File: config.mk
export PLATFORM = sky130hd
export DESIGN_NAME = alu_ctrl_mdu
export DESIGN_NICKNAME = d
export VERILOG_FILES = /design/src/rtl/alu_ctrl_pkg.sv /design/src/rtl/mdu_iter.sv /design/src/rtl/alu_ctrl_mdu.sv
export SDC_FILE = /design/constraint.sdc
export NUM_CORES = 1
export LEC_CHECK = 0
export CAP_MARGIN = 10
export CORE_ASPECT_RATIO = 0.75
export CORE_MARGIN = 1.5
export CORE_UTILIZATION = 25
export DETAILED_ROUTE_END_ITERATION = 8
export HOLD_SLACK_MARGIN = 0.03
export MAX_ROUTING_LAYER = met4
export PLACE_DENSITY_LB_ADDON = 0.15
export SETUP_SLACK_MARGIN = 0.05
export SYNTH_ARGS = -nofsm -noshare
export SYNTH_HDL_FRONTEND = slang
export SYNTH_SLANG_ARGS = --single-unit
File: constraint.sdc
create_clock -name clk_i -period 4.82 [get_ports clk_i]
set_input_delay 1.205 -clock clk_i [delete_from_list [all_inputs] [get_ports clk_i]]
set_output_delay 1.205 -clock clk_i [all_outputs]
set_load 0.03 [all_outputs]
File: src/rtl/alu_ctrl_pkg.sv
// Shared constants and types for the ALU control decoder and the iterative
// multiply/divide unit: opcode/funct encodings, ALU select codes, FSM states.
package alu_ctrl_pkg;

    // Primary opcodes
    localparam logic [5:0] OP_RTYPE = 6'b000000;
    localparam logic [5:0] OP_ADDI  = 6'b001000;
    localparam logic [5:0] OP_LW    = 6'b100011;
    localparam logic [5:0] OP_SW    = 6'b101011;
    localparam logic [5:0] OP_BEQ   = 6'b000100;
    localparam logic [5:0] OP_BNE   = 6'b000101;
    localparam logic [5:0] OP_BGE   = 6'b000001;
    localparam logic [5:0] OP_BGT   = 6'b000111;
    localparam logic [5:0] OP_SLTI  = 6'b001010;

    // R-type funct codes
    localparam logic [5:0] F_ADD   = 6'b100000;
    localparam logic [5:0] F_SUB   = 6'b100010;
    localparam logic [5:0] F_AND   = 6'b100100;
    localparam logic [5:0] F_OR    = 6'b100101;
    localparam logic [5:0] F_SLT   = 6'b101010;
    localparam logic [5:0] F_MFHI  = 6'b010000;
    localparam logic [5:0] F_MFLO  = 6'b010010;
    localparam logic [5:0] F_MULT  = 6'b011000;
    localparam logic [5:0] F_MULTU = 6'b011001;
    localparam logic [5:0] F_DIV   = 6'b011010;
    localparam logic [5:0] F_DIVU  = 6'b011011;

    // ALU operation select encodings
    localparam logic [3:0] ALU_AND  = 4'b0000;
    localparam logic [3:0] ALU_OR   = 4'b0001;
    localparam logic [3:0] ALU_ADD  = 4'b0010;
    localparam logic [3:0] ALU_SUB  = 4'b0110;
    localparam logic [3:0] ALU_SLT  = 4'b0111;
    localparam logic [3:0] ALU_MDU  = 4'b1010;
    localparam logic [3:0] ALU_MF   = 4'b1100;
    localparam logic [3:0] ALU_NONE = 4'b1111;

    // MDU sequencer states
    typedef enum logic [1:0] {
        IDLE = 2'd0,
        RUN  = 2'd1,
        FIX  = 2'd2
    } mdu_state_e;

    // MDU operation, equal to funct[1:0] of the mult/multu/div/divu group
    typedef enum logic [1:0] {
        MDU_MULT  = 2'b00,
        MDU_MULTU = 2'b01,
        MDU_DIV   = 2'b10,
        MDU_DIVU  = 2'b11
    } mdu_op_e;

    // Opcode/funct to ALU select; unknown encodings map to ALU_NONE
    function automatic logic [3:0] decode_alu_ctrl(input logic [5:0] op,
                                                   input logic [5:0] funct);
        logic [3:0] ctrl;
        ctrl = ALU_NONE;
        case (op)
            OP_RTYPE: begin
                case (funct)
                    F_AND:                          ctrl = ALU_AND;
                    F_OR:                           ctrl = ALU_OR;
                    F_ADD:                          ctrl = ALU_ADD;
                    F_SUB:                          ctrl = ALU_SUB;
                    F_SLT:                          ctrl = ALU_SLT;
                    F_MULT, F_MULTU, F_DIV, F_DIVU: ctrl = ALU_MDU;
                    F_MFHI, F_MFLO:                 ctrl = ALU_MF;
                    default:                        ctrl = ALU_NONE;
                endcase
            end
            OP_ADDI, OP_LW, OP_SW:           ctrl = ALU_ADD;
            OP_BEQ, OP_BNE, OP_BGE, OP_BGT:  ctrl = ALU_SUB;
            OP_SLTI:                         ctrl = ALU_SLT;
            default:                         ctrl = ALU_NONE;
        endcase
        return ctrl;
    endfunction

endpackage

File: src/rtl/mdu_iter.sv
// Iterative multiply/divide datapath. Operands are latched as magnitudes on
// load, one radix-2 step (shift-add or restoring subtract) runs per step
// cycle, and the sign-corrected HI/LO result is presented combinationally.
module mdu_iter
    import alu_ctrl_pkg::*;
#(
    parameter int WIDTH = 32
) (
    input  logic             clk_i,
    input  logic             rst_i,
    input  logic             load_i,
    input  logic [1:0]       op_i,
    input  logic [WIDTH-1:0] src1_i,
    input  logic [WIDTH-1:0] src2_i,
    input  logic             step_i,
    output logic [WIDTH-1:0] res_hi_o,
    output logic [WIDTH-1:0] res_lo_o
);

    mdu_op_e            op;
    logic               signed_op;
    logic               is_div;
    logic               s1_neg;
    logic               s2_neg;
    logic               div0;
    logic [WIDTH-1:0]   mag1;
    logic [WIDTH-1:0]   mag2;

    // acc holds {product} for multiply, {remainder, quotient} for divide
    logic [2*WIDTH-1:0] acc_q;
    logic [2*WIDTH-1:0] acc_step;
    logic [2*WIDTH-1:0] prod_neg;
    logic [WIDTH-1:0]   opnd_q;
    logic [WIDTH:0]     mul_sum;
    logic [WIDTH:0]     div_trial;
    logic               is_div_q;
    logic               neg_res_q;
    logic               neg_rem_q;

    assign op        = mdu_op_e'(op_i);
    assign signed_op = (op == MDU_MULT) || (op == MDU_DIV);
    assign is_div    = (op == MDU_DIV) || (op == MDU_DIVU);
    assign s1_neg    = signed_op & src1_i[WIDTH-1];
    assign s2_neg    = signed_op & src2_i[WIDTH-1];
    assign mag1      = s1_neg ? ('0 - src1_i) : src1_i;
    assign mag2      = s2_neg ? ('0 - src2_i) : src2_i;
    assign div0      = is_div & (src2_i == '0);

    // One radix-2 iteration of the selected operation
    always_comb begin
        // NOTE: every always_comb output gets a default first so no path leaves it unassigned (no latch).
        acc_step  = acc_q;
        mul_sum   = {1'b0, acc_q[2*WIDTH-1:WIDTH]} + (acc_q[0] ? {1'b0, opnd_q} : '0);
        div_trial = {acc_q[2*WIDTH-1:WIDTH], acc_q[WIDTH-1]} - {1'b0, opnd_q};
        if (is_div_q) begin
            if (div_trial[WIDTH])
                acc_step = {acc_q[2*WIDTH-2:0], 1'b0};
            else
                acc_step = {div_trial[WIDTH-1:0], acc_q[WIDTH-2:0], 1'b1};
        end else begin
            acc_step = {mul_sum, acc_q[WIDTH-1:1]};
        end
    end

    // Operand latch on load, accumulator update on each step
    always_ff @(posedge clk_i or negedge rst_i) begin
        // NOTE: datapath registers are reset too, so a reset mid-operation leaves no stale partial result.
        if (!rst_i) begin
            acc_q     <= '0;
            opnd_q    <= '0;
            is_div_q  <= 1'b0;
            neg_res_q <= 1'b0;
            neg_rem_q <= 1'b0;
        end else if (load_i) begin
            // NOTE: sequential state uses non-blocking assignments so all flops update from pre-edge values.
            if (div0)
                acc_q <= {src1_i, {WIDTH{1'b1}}};
            else
                acc_q <= {{WIDTH{1'b0}}, (is_div ? mag1 : mag2)};
            opnd_q    <= is_div ? mag2 : mag1;
            is_div_q  <= is_div;
            neg_res_q <= !div0 && (s1_neg ^ s2_neg);
            neg_rem_q <= !div0 && is_div && s1_neg;
        end else if (step_i) begin
            acc_q <= acc_step;
        end
    end

    // Sign correction; divide-by-zero has both flags clear and passes through
    always_comb begin
        prod_neg = '0 - acc_q;
        res_hi_o = acc_q[2*WIDTH-1:WIDTH];
        res_lo_o = acc_q[WIDTH-1:0];
        if (!is_div_q) begin
            if (neg_res_q) begin
                res_hi_o = prod_neg[2*WIDTH-1:WIDTH];
                res_lo_o = prod_neg[WIDTH-1:0];
            end
        end else begin
            if (neg_res_q) res_lo_o = '0 - acc_q[WIDTH-1:0];
            if (neg_rem_q) res_hi_o = '0 - acc_q[2*WIDTH-1:WIDTH];
        end
    end

endmodule

File: src/rtl/alu_ctrl_mdu.sv
// ALU control decoder with an iterative multiply/divide unit. Keeps the
// decode, the IDLE/RUN/FIX sequencer, the step counter, pipeline stall and
// the architectural HI/LO registers; the arithmetic lives in mdu_iter.
module alu_ctrl_mdu
    import alu_ctrl_pkg::*;
#(
    parameter int WIDTH      = 32,
    parameter bit ENABLE_DIV = 1'b1
) (
    input  logic             clk_i,
    input  logic             rst_i,
    input  logic             valid_i,
    input  logic [5:0]       ALUOp_i,
    input  logic [5:0]       funct_i,
    input  logic [WIDTH-1:0] src1_i,
    input  logic [WIDTH-1:0] src2_i,
    output logic [3:0]       ALUCtrl_o,
    output logic             stall_o,
    output logic             busy_o,
    output logic             done_o,
    output logic [WIDTH-1:0] hi_o,
    output logic [WIDTH-1:0] lo_o
);

    localparam int CW = $clog2(WIDTH);

    mdu_state_e       state_q;
    mdu_state_e       state_d;
    logic [CW-1:0]    cnt_q;
    logic [WIDTH-1:0] hi_q;
    logic [WIDTH-1:0] lo_q;
    logic             done_q;
    logic             is_mdu;
    logic             is_mf;
    logic             mdu_runs;
    logic             start;
    logic             div0_start;
    logic [WIDTH-1:0] res_hi;
    logic [WIDTH-1:0] res_lo;

    assign ALUCtrl_o  = decode_alu_ctrl(ALUOp_i, funct_i);
    assign is_mdu     = (ALUOp_i == OP_RTYPE) && (funct_i[5:2] == 4'b0110);
    assign is_mf      = (ALUOp_i == OP_RTYPE) && ((funct_i == F_MFHI) || (funct_i == F_MFLO));
    // With divide disabled, div/divu still decode as MDU ops but never launch
    assign mdu_runs   = is_mdu && (ENABLE_DIV || !funct_i[1]);
    assign busy_o     = (state_q != IDLE);
    assign stall_o    = valid_i & busy_o & (is_mdu | is_mf);
    assign start      = valid_i & mdu_runs & (state_q == IDLE) & ~stall_o;
    assign div0_start = funct_i[1] & (src2_i == '0);
    assign done_o     = done_q;
    assign hi_o       = hi_q;
    assign lo_o       = lo_q;

    mdu_iter #(
        .WIDTH (WIDTH)
    ) u_iter (
        .clk_i    (clk_i),
        .rst_i    (rst_i),
        .load_i   (start),
        .op_i     (funct_i[1:0]),
        .src1_i   (src1_i),
        .src2_i   (src2_i),
        .step_i   (state_q == RUN),
        .res_hi_o (res_hi),
        .res_lo_o (res_lo)
    );

    // Sequencer next state: divide-by-zero skips straight to FIX
    always_comb begin
        state_d = state_q;
        case (state_q)
            IDLE:    if (start) state_d = div0_start ? FIX : RUN;
            RUN:     if (cnt_q == '0) state_d = FIX;
            FIX:     state_d = IDLE;
            default: state_d = IDLE;
        endcase
    end

    // State, step counter, done pulse and HI/LO registers
    always_ff @(posedge clk_i or negedge rst_i) begin
        if (!rst_i) begin
            state_q <= IDLE;
            cnt_q   <= '0;
            hi_q    <= '0;
            lo_q    <= '0;
            done_q  <= 1'b0;
        end else begin
            state_q <= state_d;
            done_q  <= (state_q == FIX);
            if (start && !div0_start)
                cnt_q <= CW'(WIDTH - 1);
            else if ((state_q == RUN) && (cnt_q != '0))
                cnt_q <= cnt_q - CW'(1);
            if (state_q == FIX) begin
                hi_q <= res_hi;
                lo_q <= res_lo;
            end
        end
    end

endmodule

==> flow_summary.yaml <==
status:
  status: "completed"
sta:
  period_share: 0.953
  setup_violations: 0
  fmax_mhz: 218
  final.min_clock_period_ns: 4.59
  hold_fails_final_rpt: 0
  timing_worst_slew_pin_value_ns: 1.14
  slew_viol_final: 0
  clock-skew-final_ns: 0.0147
  max_slew_margin: 0.241
  fin_setup_tns_ns: 0
  rsz0062_at_grt: "no"
clock_network:
  tritoncts: "done"
  insertion_delay_ns: 0.47
  path_clk_slew_ns: 0.07
  cts_resized: 0
  cts_hold_repair.buffers: 0
  cts_buffer_depth: 2
  cts-htree-levels: 4
  clock-sinks: 171
  cts_setup_buffers: 0
  clock-root-buffer: "sky130_fd_sc_hd__clkbuf_16"
  tritoncts.num_buffers: 17
synth:
  synth-async-reset-ratio: 1.00
  synthesis.area_mm2: 0.0147
  post-synth-top-area-fraction: 0.290
  gate_count_post_synth: 1938
  synth_seq_cells: 171
  post_synthesis_sequential_area_ratio: 0.290
  synth-main-ff-cell: "sky130_fd_sc_hd__dfrtp_1"
  yosysWarnings: 0
  synth_compound_gate_area_share: 0.252
  ys_types: 76
  synth-xor-area-share: 0.106
  synth.top_cells.by_area: "sky130_fd_sc_hd__dfrtp_1, sky130_fd_sc_hd__o21ai_0, sky130_fd_sc_hd__ha_1"
  synth_enable_flop_cells: 0
  synth.net_count: 2089
  post_synth_mux_area_share: 0.0312
  synthDominantAreaCellType: "sky130_fd_sc_hd__dfrtp_1"
  synth_simple_gate_area_frac: 0.209
  synth-adder-area-share: 0.0621
  synth_top_family_by_area: "compound AO/OA/AOI/OAI gates"
  syn_avg_cell_area_um2: 7.61
floorplanning:
  initial_utilization: 0.255
  die_width_um: 283
  io_pins: 150
  die_height_um: 213
  placement_rows: 76
  design.core.area_mm2: 0.0578
  die-area_mm2: 0.0605
global_routing:
  grt_use_total: 0.204
  grt_first_pass_wirelength_um: 90000
  global_route.overflow_total: 0
  grt_pass1_vias: 13900
  maximum_number_of_pins_on_one_net_before_global_route_repair: 82
  grt_antenna_before_repair: 1
finish:
  fin_nets: 2186
  utilization_after_layout: 0.308
  areaGrowthSynthToFinish_pct: 20.6
  antenna_cells: 0
  layout.cells.non_filler: 2827
  fin_area_mm2: 0.0178
  layout_common_cells: "sky130_fd_sc_hd__nand2_1, sky130_fd_sc_hd__o21ai_0, sky130_fd_sc_hd__nor2_1"
  drive_above_1_share: 0.0557
  final_common_cell: "sky130_fd_sc_hd__nand2_1"
  fillerInstances: 6296
drt:
  first_pass_iters: 5
  route.detailed.vias_per_inst: 5.26
  detail_route.wl_per_cell_um: 21.4
  num_vias: 14900
  routed_wl_um: 60400
  drc_errors: 0
  drt_iter0_drc: 1348
  postRouteAntennaNets: 0
hold_path:
  min_from: "lo_o[25]"
  hold_depth: 2
  hp-class: "register to register"
worst_setup_path:
  r2r.worst_path.cells: 14
  reg_to_reg_start: "u_iter.acc_q[0]"
  worst-path-max-fanout: 6
  timing.reg2reg.setup_slack_ns: 0.49
  cp.required_ns: 3.62
  critPathCaptureType: "output pin"
  launching_element_of_the_worst_setup_path: "funct_i[2]"
  critical_path_class: "input port to output pin"
  critical_path_arrival_ns: 3.39
  worst_setup_path_start_kind: "input port"
place:
  dpl-instance-area_mm2: 0.0172
  io_buf_count: 149
  detailed_place_hpwl_um: 48000
  place.gp.congestion: 0.927
  place_inst: 2796
power:
  power_dens_cells_mw_per_mm2: 491
  p_leak_uw: 0.00694
  vdd_ir_drop_max_mv: 0.274
flow_run:
  max_cap_violations: 0
-- cells in the mapped netlist, types with 5 or more instances --
master	number
sky130_fd_sc_hd__o31ai_1	21
sky130_fd_sc_hd__nand4_1	18
sky130_fd_sc_hd__o21bai_1	9
sky130_fd_sc_hd__nand3_1	37
sky130_fd_sc_hd__clkbuf_1	112
sky130_fd_sc_hd__a21o_1	23
sky130_fd_sc_hd__a21oi_1	171
sky130_fd_sc_hd__buf_2	7
sky130_fd_sc_hd__o41ai_1	11
sky130_fd_sc_hd__or3_1	15
sky130_fd_sc_hd__or4_1	7
sky130_fd_sc_hd__a31oi_1	22
sky130_fd_sc_hd__o221ai_1	20
sky130_fd_sc_hd__ha_1	70
sky130_fd_sc_hd__o21ai_1	6
sky130_fd_sc_hd__nor3b_1	5
sky130_fd_sc_hd__buf_1	6
sky130_fd_sc_hd__a22oi_1	9
sky130_fd_sc_hd__nor2b_1	13
sky130_fd_sc_hd__nand2b_1	22
sky130_fd_sc_hd__inv_1	62
sky130_fd_sc_hd__dfrtp_1	171
sky130_fd_sc_hd__o31a_1	7
sky130_fd_sc_hd__o21a_1	8
sky130_fd_sc_hd__a41oi_1	7
sky130_fd_sc_hd__nor2_1	203
sky130_fd_sc_hd__o211ai_1	26
sky130_fd_sc_hd__and2_1	11
sky130_fd_sc_hd__mux2i_1	46
sky130_fd_sc_hd__o21ai_0	217
sky130_fd_sc_hd__and3_1	7
sky130_fd_sc_hd__xnor2_1	94
sky130_fd_sc_hd__a211oi_1	10
sky130_fd_sc_hd__a221oi_1	24
sky130_fd_sc_hd__o22ai_1	6
sky130_fd_sc_hd__nand2_1	232
sky130_fd_sc_hd__nor4_1	23
sky130_fd_sc_hd__nor3_1	40
sky130_fd_sc_hd__xor2_1	84
-- per-stage QoR --
| stage | worst slack (ns) | hold WS (ns) | power (µW) |
|---|---|---|---|
| finish | 0.227 | 0.474 | 8740 |
| global route | 0.113 | 0.499 | 9340 |
| CTS | 0.232 | 0.486 | 8730 |
| detailed placement | 0.241 | 0.469 | 7260 |
| global placement | 0.240 | 0.463 | 7240 |
| floorplan | 0.837 | 0.450 | 5340 |
-- logic make-up after synthesis --
logic type / Yosys count
buffers and inverters: 190
xor gates and xnor gates: 178
DFF: 171
muxes: 46
AOI/OAI and AO/OA: 616
adders and majority gates: 72
and+or+nand+nor: 665
-- final timing paths --
check	to
worst max-delay path	ALUCtrl_o[0]
worst min-delay path	lo_o[25]
worst max register to register	u_iter.acc_q[62]
worst min register to register	lo_o[25]
max in group asynchronous	hi_o[17]
min in group asynchronous	lo_o[22]
-- per-layer routing --
metal / vias to the layer above / global-route usage / part of all wire
li1: 7114 / - / -
met4: 0 / 0.0419 / 0.015
met5: - / - / 0
met1: 7218 / 0.297 / 0.50
met3: 50 / 0.0365 / 0.065
met2: 485 / 0.294 / 0.42
-- registers in the layout, summed over array words and instances (netlist names) --
name / cells
u_iter.neg_res_q: 1
u_iter.opnd_q: 32
u_iter.neg_rem_q: 1
hi_o: 32
cnt_q: 5
lo_o: 32
done_o: 1
u_iter.is_div_q: 1
state_q: 2
u_iter.acc_q: 64
-- critical path, cell delays in order --
cell and delay, ns:
sky130_fd_sc_hd__clkdlybuf4s50_1 0.50, sky130_fd_sc_hd__or3b_2 0.54, sky130_fd_sc_hd__or2_2 0.34, sky130_fd_sc_hd__nand2_1 0.10, sky130_fd_sc_hd__o211ai_1 0.09, sky130_fd_sc_hd__clkdlybuf4s50_1 0.60
-- power breakdown --
group          total [µW]  switching [µW]  internal, µW
registers            2470             623          1850
logic                4830            2900          1930
clock network        1430             687           746
total                8740            4210          4530
-- final cells by class --
type	count	area [µm²]	area share
clock buffers	20	457	0.0257
clock inverters	11	111	0.00626
inverters	64	240	0.0135
multi-input cells	1577	9770	0.549
flip-flops and latches	171	4280	0.241
well taps	780	976	0.0549
repair buffers	204	1950	0.110
(Power assumes the default switching activity.)
